<file path="config.mk">
export PLATFORM = sky130hd
export DESIGN_NAME = instr_fetch_flat
export DESIGN_NICKNAME = d
export VERILOG_FILES = /design/src/rtl/instr_fetch_if.sv /design/src/rtl/instr_fetch.sv /design/src/flat_wrapper.sv
export SDC_FILE = /design/constraint.sdc
export NUM_CORES = 1
export LEC_CHECK = 0
export ABC_CLOCK_PERIOD_IN_PS = 4700
export BUFFER_PORTS_ARGS = -buffer_cell sky130_fd_sc_hd__buf_2
export CAP_MARGIN = 15
export CORE_AREA = 2 2 109 69
export DETAILED_ROUTE_END_ITERATION = 10
export DIE_AREA = 0 0 111 71
export HOLD_SLACK_MARGIN = 0.1
export PLACE_DENSITY = 0.66
export SLEW_MARGIN = 20
export SYNTH_ARGS = -nofsm -noshare
export SYNTH_HDL_FRONTEND = slang
export SYNTH_SLANG_ARGS = --single-unit
</file>
<file path="constraint.sdc">
create_clock -name clk -period 4.7 [get_ports clk]
set_clock_uncertainty 0.15 [all_clocks]
set_input_delay 0.94 -clock clk [delete_from_list [all_inputs] [get_ports clk]]
set_output_delay 0.94 -clock clk [all_outputs]
set_load 0.01 [all_outputs]
</file>
<file path="src/rtl/instr_fetch_if.sv">
// rtl/instr_fetch_if.sv - fetch-stage bus: instruction memory read port plus IF/ID handshake
//
// Purpose: bundles the instruction memory read port and the IF/ID output
// register with its valid/ready handshake.
// Signals:
//   imem_addr  word address to instruction memory (fetch -> memory)
//   imem_data  instruction word for imem_addr, combinational (memory -> fetch)
//   if_valid   IF/ID register holds an instruction (fetch -> decode)
//   if_instr   fetched instruction word (fetch -> decode)
//   if_pc      address if_instr was fetched from (fetch -> decode)
//   id_ready   decode accepts if_instr this cycle (decode -> fetch)
interface instr_fetch_if;
  logic [15:0] imem_addr;
  logic [15:0] imem_data;
  logic        if_valid;
  logic [15:0] if_instr;
  logic [15:0] if_pc;
  logic        id_ready;

  modport master (
    output imem_addr,
    input  imem_data,
    output if_valid,
    output if_instr,
    output if_pc,
    input  id_ready
  );

  modport slave (
    input  imem_addr,
    output imem_data,
    input  if_valid,
    input  if_instr,
    input  if_pc,
    output id_ready
  );
endinterface

</file>
<file path="src/rtl/instr_fetch.sv">
// rtl/instr_fetch.sv - instruction fetch stage with IF/ID register, redirect and halt
//
// Purpose: holds the PC, reads the combinational instruction memory and
// registers each word with its PC into the IF/ID register for decode.
// Ports:
//   clk          rising-edge clock
//   rst          synchronous active-high reset
//   en           fetch enable; low freezes the PC (IF/ID may still drain)
//   redirect     branch taken: load redirect_pc and flush IF/ID
//   redirect_pc  branch target word address
//   halted       PC past the program and IF/ID empty
//   fetch_count  completed IF/ID handshakes, saturating at 16'hFFFF
//   bus          memory read port and IF/ID handshake (master side)
module instr_fetch #(
  parameter logic [15:0] RESET_PC = 16'h0000,
  // 32-bit so that a program can cover every address including 16'hFFFF
  parameter int unsigned PROG_LEN = 16
) (
  input  logic        clk,
  input  logic        rst,
  input  logic        en,
  input  logic        redirect,
  input  logic [15:0] redirect_pc,
  output logic        halted,
  output logic [15:0] fetch_count,
  instr_fetch_if.master bus
);

  logic [15:0] pc;
  logic        xfer;
  logic        slot_free;
  logic        in_range;

  assign bus.imem_addr = pc;
  assign xfer          = bus.if_valid & bus.id_ready;
  assign slot_free     = ~bus.if_valid | bus.id_ready;
  assign in_range      = ({16'h0000, pc} < PROG_LEN);
  assign halted        = ~in_range & ~bus.if_valid;

  always_ff @(posedge clk) begin
    if (rst) begin
      pc           <= RESET_PC;
      bus.if_valid <= 1'b0;
      bus.if_instr <= 16'h0000;
      bus.if_pc    <= 16'h0000;
      fetch_count  <= 16'h0000;
    end else begin
      // A handshake completes even when a redirect flushes the register
      // in the same cycle: decode has already taken the word.
      if (xfer && (fetch_count != 16'hFFFF)) begin
        fetch_count <= fetch_count + 16'd1;
      end

      if (redirect) begin
        // Target is fetched on the following cycle, never this one.
        pc           <= redirect_pc;
        bus.if_valid <= 1'b0;
      end else if (en && slot_free && in_range) begin
        bus.if_instr <= bus.imem_data;
        bus.if_pc    <= pc;
        bus.if_valid <= 1'b1;
        pc           <= pc + 16'd1;
      end else if (xfer) begin
        bus.if_valid <= 1'b0;
      end
    end
  end

endmodule

</file>
<file path="src/flat_wrapper.sv">
// flat-port wrapper written by rule: the top's interface ports become plain ports
module instr_fetch_flat 
#(
  parameter logic [15:0] RESET_PC = 16'h0000,
                                                                        
  parameter int unsigned PROG_LEN = 16
)
  (clk, rst, en, redirect, redirect_pc, halted, fetch_count, bus_imem_addr, bus_imem_data, bus_if_valid, bus_if_instr, bus_if_pc, bus_id_ready);
  instr_fetch_if bus_i ();
  input  logic clk;
  input  logic rst;
  input  logic en;
  input  logic redirect;
  input  logic [15:0] redirect_pc;
  output logic halted;
  output logic [15:0] fetch_count;
  output wire logic [$bits(bus_i.imem_addr)-1:0] bus_imem_addr;
  input wire logic [$bits(bus_i.imem_data)-1:0] bus_imem_data;
  output wire logic [$bits(bus_i.if_valid)-1:0] bus_if_valid;
  output wire logic [$bits(bus_i.if_instr)-1:0] bus_if_instr;
  output wire logic [$bits(bus_i.if_pc)-1:0] bus_if_pc;
  input wire logic [$bits(bus_i.id_ready)-1:0] bus_id_ready;
  assign bus_imem_addr = bus_i.imem_addr;
  assign bus_i.imem_data = bus_imem_data;
  assign bus_if_valid = bus_i.if_valid;
  assign bus_if_instr = bus_i.if_instr;
  assign bus_if_pc = bus_i.if_pc;
  assign bus_i.id_ready = bus_id_ready;
  instr_fetch #(.RESET_PC(RESET_PC), .PROG_LEN(PROG_LEN)) u_core (.clk(clk), .rst(rst), .en(en), .redirect(redirect), .redirect_pc(redirect_pc), .halted(halted), .fetch_count(fetch_count), .bus(bus_i));
endmodule
</file>
==> impl_metrics.env <==
export IMPL_max_freq_mhz=376
export IMPL_start_util=0.388
export IMPL_ant_nets=0
export IMPL_antenna_found_initial=0
export IMPL_port_buffers=102
export IMPL_finalCriticalPeriod_ns=2.66
export IMPL_area_growth_pct=31.6
export IMPL_vias_per_cell=5.18
export IMPL_cp_max_fo=3
export IMPL_leakagePower_nw=1.54
export IMPL_cts_root_buf="clkbuf_16"
export IMPL_holdPathEnd="u_core.bus.if_pc[7]$_SDFFE_PP0P_"
export IMPL_holdCritStartpoint="u_core.bus.if_pc[7]$_SDFFE_PP0P_"
export IMPL_ir_worst_vdd_v=0.000245
export IMPL_slew_headroom=0.506
export IMPL_routabilityCongestion=0.790
export IMPL_wl_per_cell_um=14.3
export IMPL_rsz0062_at_grt="false"
export IMPL_cts_max_path_buffers=2
export IMPL_drive_gt1_frac=0.327
export IMPL_r2r_cells=5
export IMPL_rows=24
export IMPL_yosys_warnings=0
export IMPL_power_total_w=0.00131
export IMPL_yosysMostFrequentCell="dfxtp_1"
export IMPL_synth_ff_type="dfxtp_1"
export IMPL_hold_path_class="reg -> reg"
export IMPL_ys_ff_latch=65
export IMPL_dp_hpwl_um=4890
export IMPL_synth_fp_nets=342
export IMPL_worst_hold_slack_ns=0.302
export IMPL_reg2reg_slack_ns=2.50
export IMPL_critPathRequiredTime_ns=3.61
export IMPL_place_ws_ns=2.01
export IMPL_synth_edf_count=0
export IMPL_cts_resized=0
export IMPL_grt_use_total=0.183
export IMPL_die_h_um=71
export IMPL_yosysTopAreaCellShare=0.483
export IMPL_synthTopCellsByCount="dfxtp_1 (65), a21oi_1 (33), o21ai_0 (26), nand3_1 (25), nor2_1 (23)"
export IMPL_status="complete, no violations"
export IMPL_synth_cells=303
export IMPL_drtPass1Iterations=4
export IMPL_timing_final_ws_setup_ns=2.04
export IMPL_grt_pass1_vias=2443
export IMPL_synth_cell_types=39
export IMPL_design_area_mm2=0.00354
export IMPL_design_core_area_mm2=0.00694
export IMPL_dpl_cell_area_mm2=0.00326
export IMPL_worst_pin_slew_ns=0.735
export IMPL_final_max_slew_violation_count=0
export IMPL_period_share=0.566
export IMPL_vias=2562
export IMPL_end_kind="output port"
export IMPL_grt_pass1_wl_um=11600
export IMPL_hold_viol=0
export IMPL_r2r_start="u_core.fetch_count[1]$_SDFFE_PP0P_"
export IMPL_synthTopCellsByArea="dfxtp_1 (48%), a21oi_1 (6.1%), o21ai_0 (4.8%), nand3_1 (4.6%), mux2i_1 (4.1%)"
export IMPL_postCtsSetupRepairBufs=0
export IMPL_finalSetupViolations=0
export IMPL_cp_arrival_ns=1.57
export IMPL_cts_sinks=65
export IMPL_hold_buffers=0
export IMPL_yosysSeqAreaShare=0.483
export IMPL_die_area_mm2=0.00788
export IMPL_boundaryPins=103
export IMPL_holdPathStages=1
export IMPL_gr_total_overflow=0
export IMPL_fillers=691
export IMPL_n_antenna_cell=0
export IMPL_synth_top_cell_by_area="dfxtp_1"
export IMPL_async_reset_ff_frac=0
export IMPL_power_per_cell_area_mw_per_mm2=370
export IMPL_reg2reg_to="u_core.fetch_count[10]$_SDFFE_PP0P_"
export IMPL_cp_start_kind="flip-flop"
export IMPL_drtIter0Drc=158
export IMPL_path_class="reg -> out"
export IMPL_syn_area_mm2=0.00269
export IMPL_grt_max_degree=38
export IMPL_syn_avg_cell_area_um2=8.89
export IMPL_fin_nets=439
export IMPL_die_w_um=111
export IMPL_htree_levels=3
export IMPL_cts_made_buffers=9
export IMPL_tns_ns=0
export IMPL_clk_pin_slew_ns=0.05
export IMPL_cap_violations=0
export IMPL_wirelength_um=7060
export IMPL_drcViolationCount=0
export IMPL_worstSkewPairLatency_ns=0.32
export IMPL_cts_tree="built"
[where the power goes]
part           switching [W]   total, W  internal (W)
clock               0.000235   0.000641      0.000406
sequential         0.0000117   0.000576      0.000564
combinational      0.0000546  0.0000921     0.0000376
total               0.000301    0.00131       0.00101
[metal layers]
layer  up-vias  track usage  wire [um]
li1       1296            -          -
met3         4       0.0600        454
met4         0       0.0667         51
met5         -            0          0
met1      1175        0.250       3610
met2        87        0.273       2940
[critical path, stage by stage, from the launching register on]
cell and delay [ns]:
dfxtp_1 0.32, nor4_1 0.45, and3_1 0.28, nor2_1 0.05
buf_2 0.14
[cell families after synthesis]
kind of cell | share of synthesized area
compound gates | 0.164
flops | 0.483
buf+inv | 0.0465
mux | 0.0576
simple gates | 0.240
fa+ha+maj | 0.00929
[layout by cell type, fill, tap and decap left out, types with 2 or more instances in the layout]
master,Yosys,final
dfxtp_1,65,65
mux2_2,4,4
a311oi_1,4,4
ha_1,2,2
or2_2,2,2
nor2b_1,6,6
clkbuf_16,0,9
and3_1,2,2
clkinvlp_4,0,3
or3_1,4,4
nor4b_1,2,2
and2_1,13,13
nand4_1,4,4
inv_1,6,6
nor3_1,2,2
a21oi_1,33,33
mux2i_1,11,11
buf_2,3,102
buf_4,0,5
nor4_1,6,6
nand4_2,2,2
nor3b_1,2,2
o41ai_1,2,2
or4_1,8,8
nand3_1,25,25
nand2_1,10,10
o31ai_1,9,9
o21ai_0,26,26
nor2_1,23,23
[per-stage QoR]
| step | cells | utilization |
|---|---|---|
| after global placement | 480 | 0.469 |
| after floorplan | 303 | - |
| after CTS | 495 | 0.511 |
| after detailed placement | 480 | 0.469 |
| after global routing | 495 | 0.511 |
| final | 495 | 0.511 |
[worst max-delay path by stage]
stage	start	endpoint	cells past startpoint	slack [ns]
after floorplan	bus_id_ready	u_core.fetch_count[10]$_SDFFE_PP0P_	5	2.38
after global placement	bus_id_ready	u_core.bus.if_pc[7]$_SDFFE_PP0P_	6	2.04
after detailed placement	redirect	u_core.bus.if_instr[12]$_SDFFE_PP0P_	5	2.01
after CTS	u_core.bus.imem_addr[7]$_SDFFE_PP0P_	halted	4	2.01
after global routing	u_core.bus.imem_addr[7]$_SDFFE_PP0P_	halted	4	1.91
final	u_core.bus.imem_addr[7]$_SDFFE_PP0P_	halted	4	2.04
[sequential cells by signal, indices dropped and copies added (netlist names)]
signal,flops
u_core.bus.if_instr,16
u_core.bus.if_pc,16
u_core.bus.imem_addr,16
u_core.fetch_count,16
u_core.bus.if_valid,1
[area by class of cell]
cell class              instances  area, um^2  area share
flip-flops and latches         65        1300       0.367
multi-input cells             210        1270       0.357
repair buffers                107         548       0.155
clock buffers                  10         229      0.0646
well taps                      91         114      0.0321
clock inverters                 5        57.6      0.0162
inverters                       7        26.3     0.00742
No activity file was read; power rests on OpenSTA's default activity.
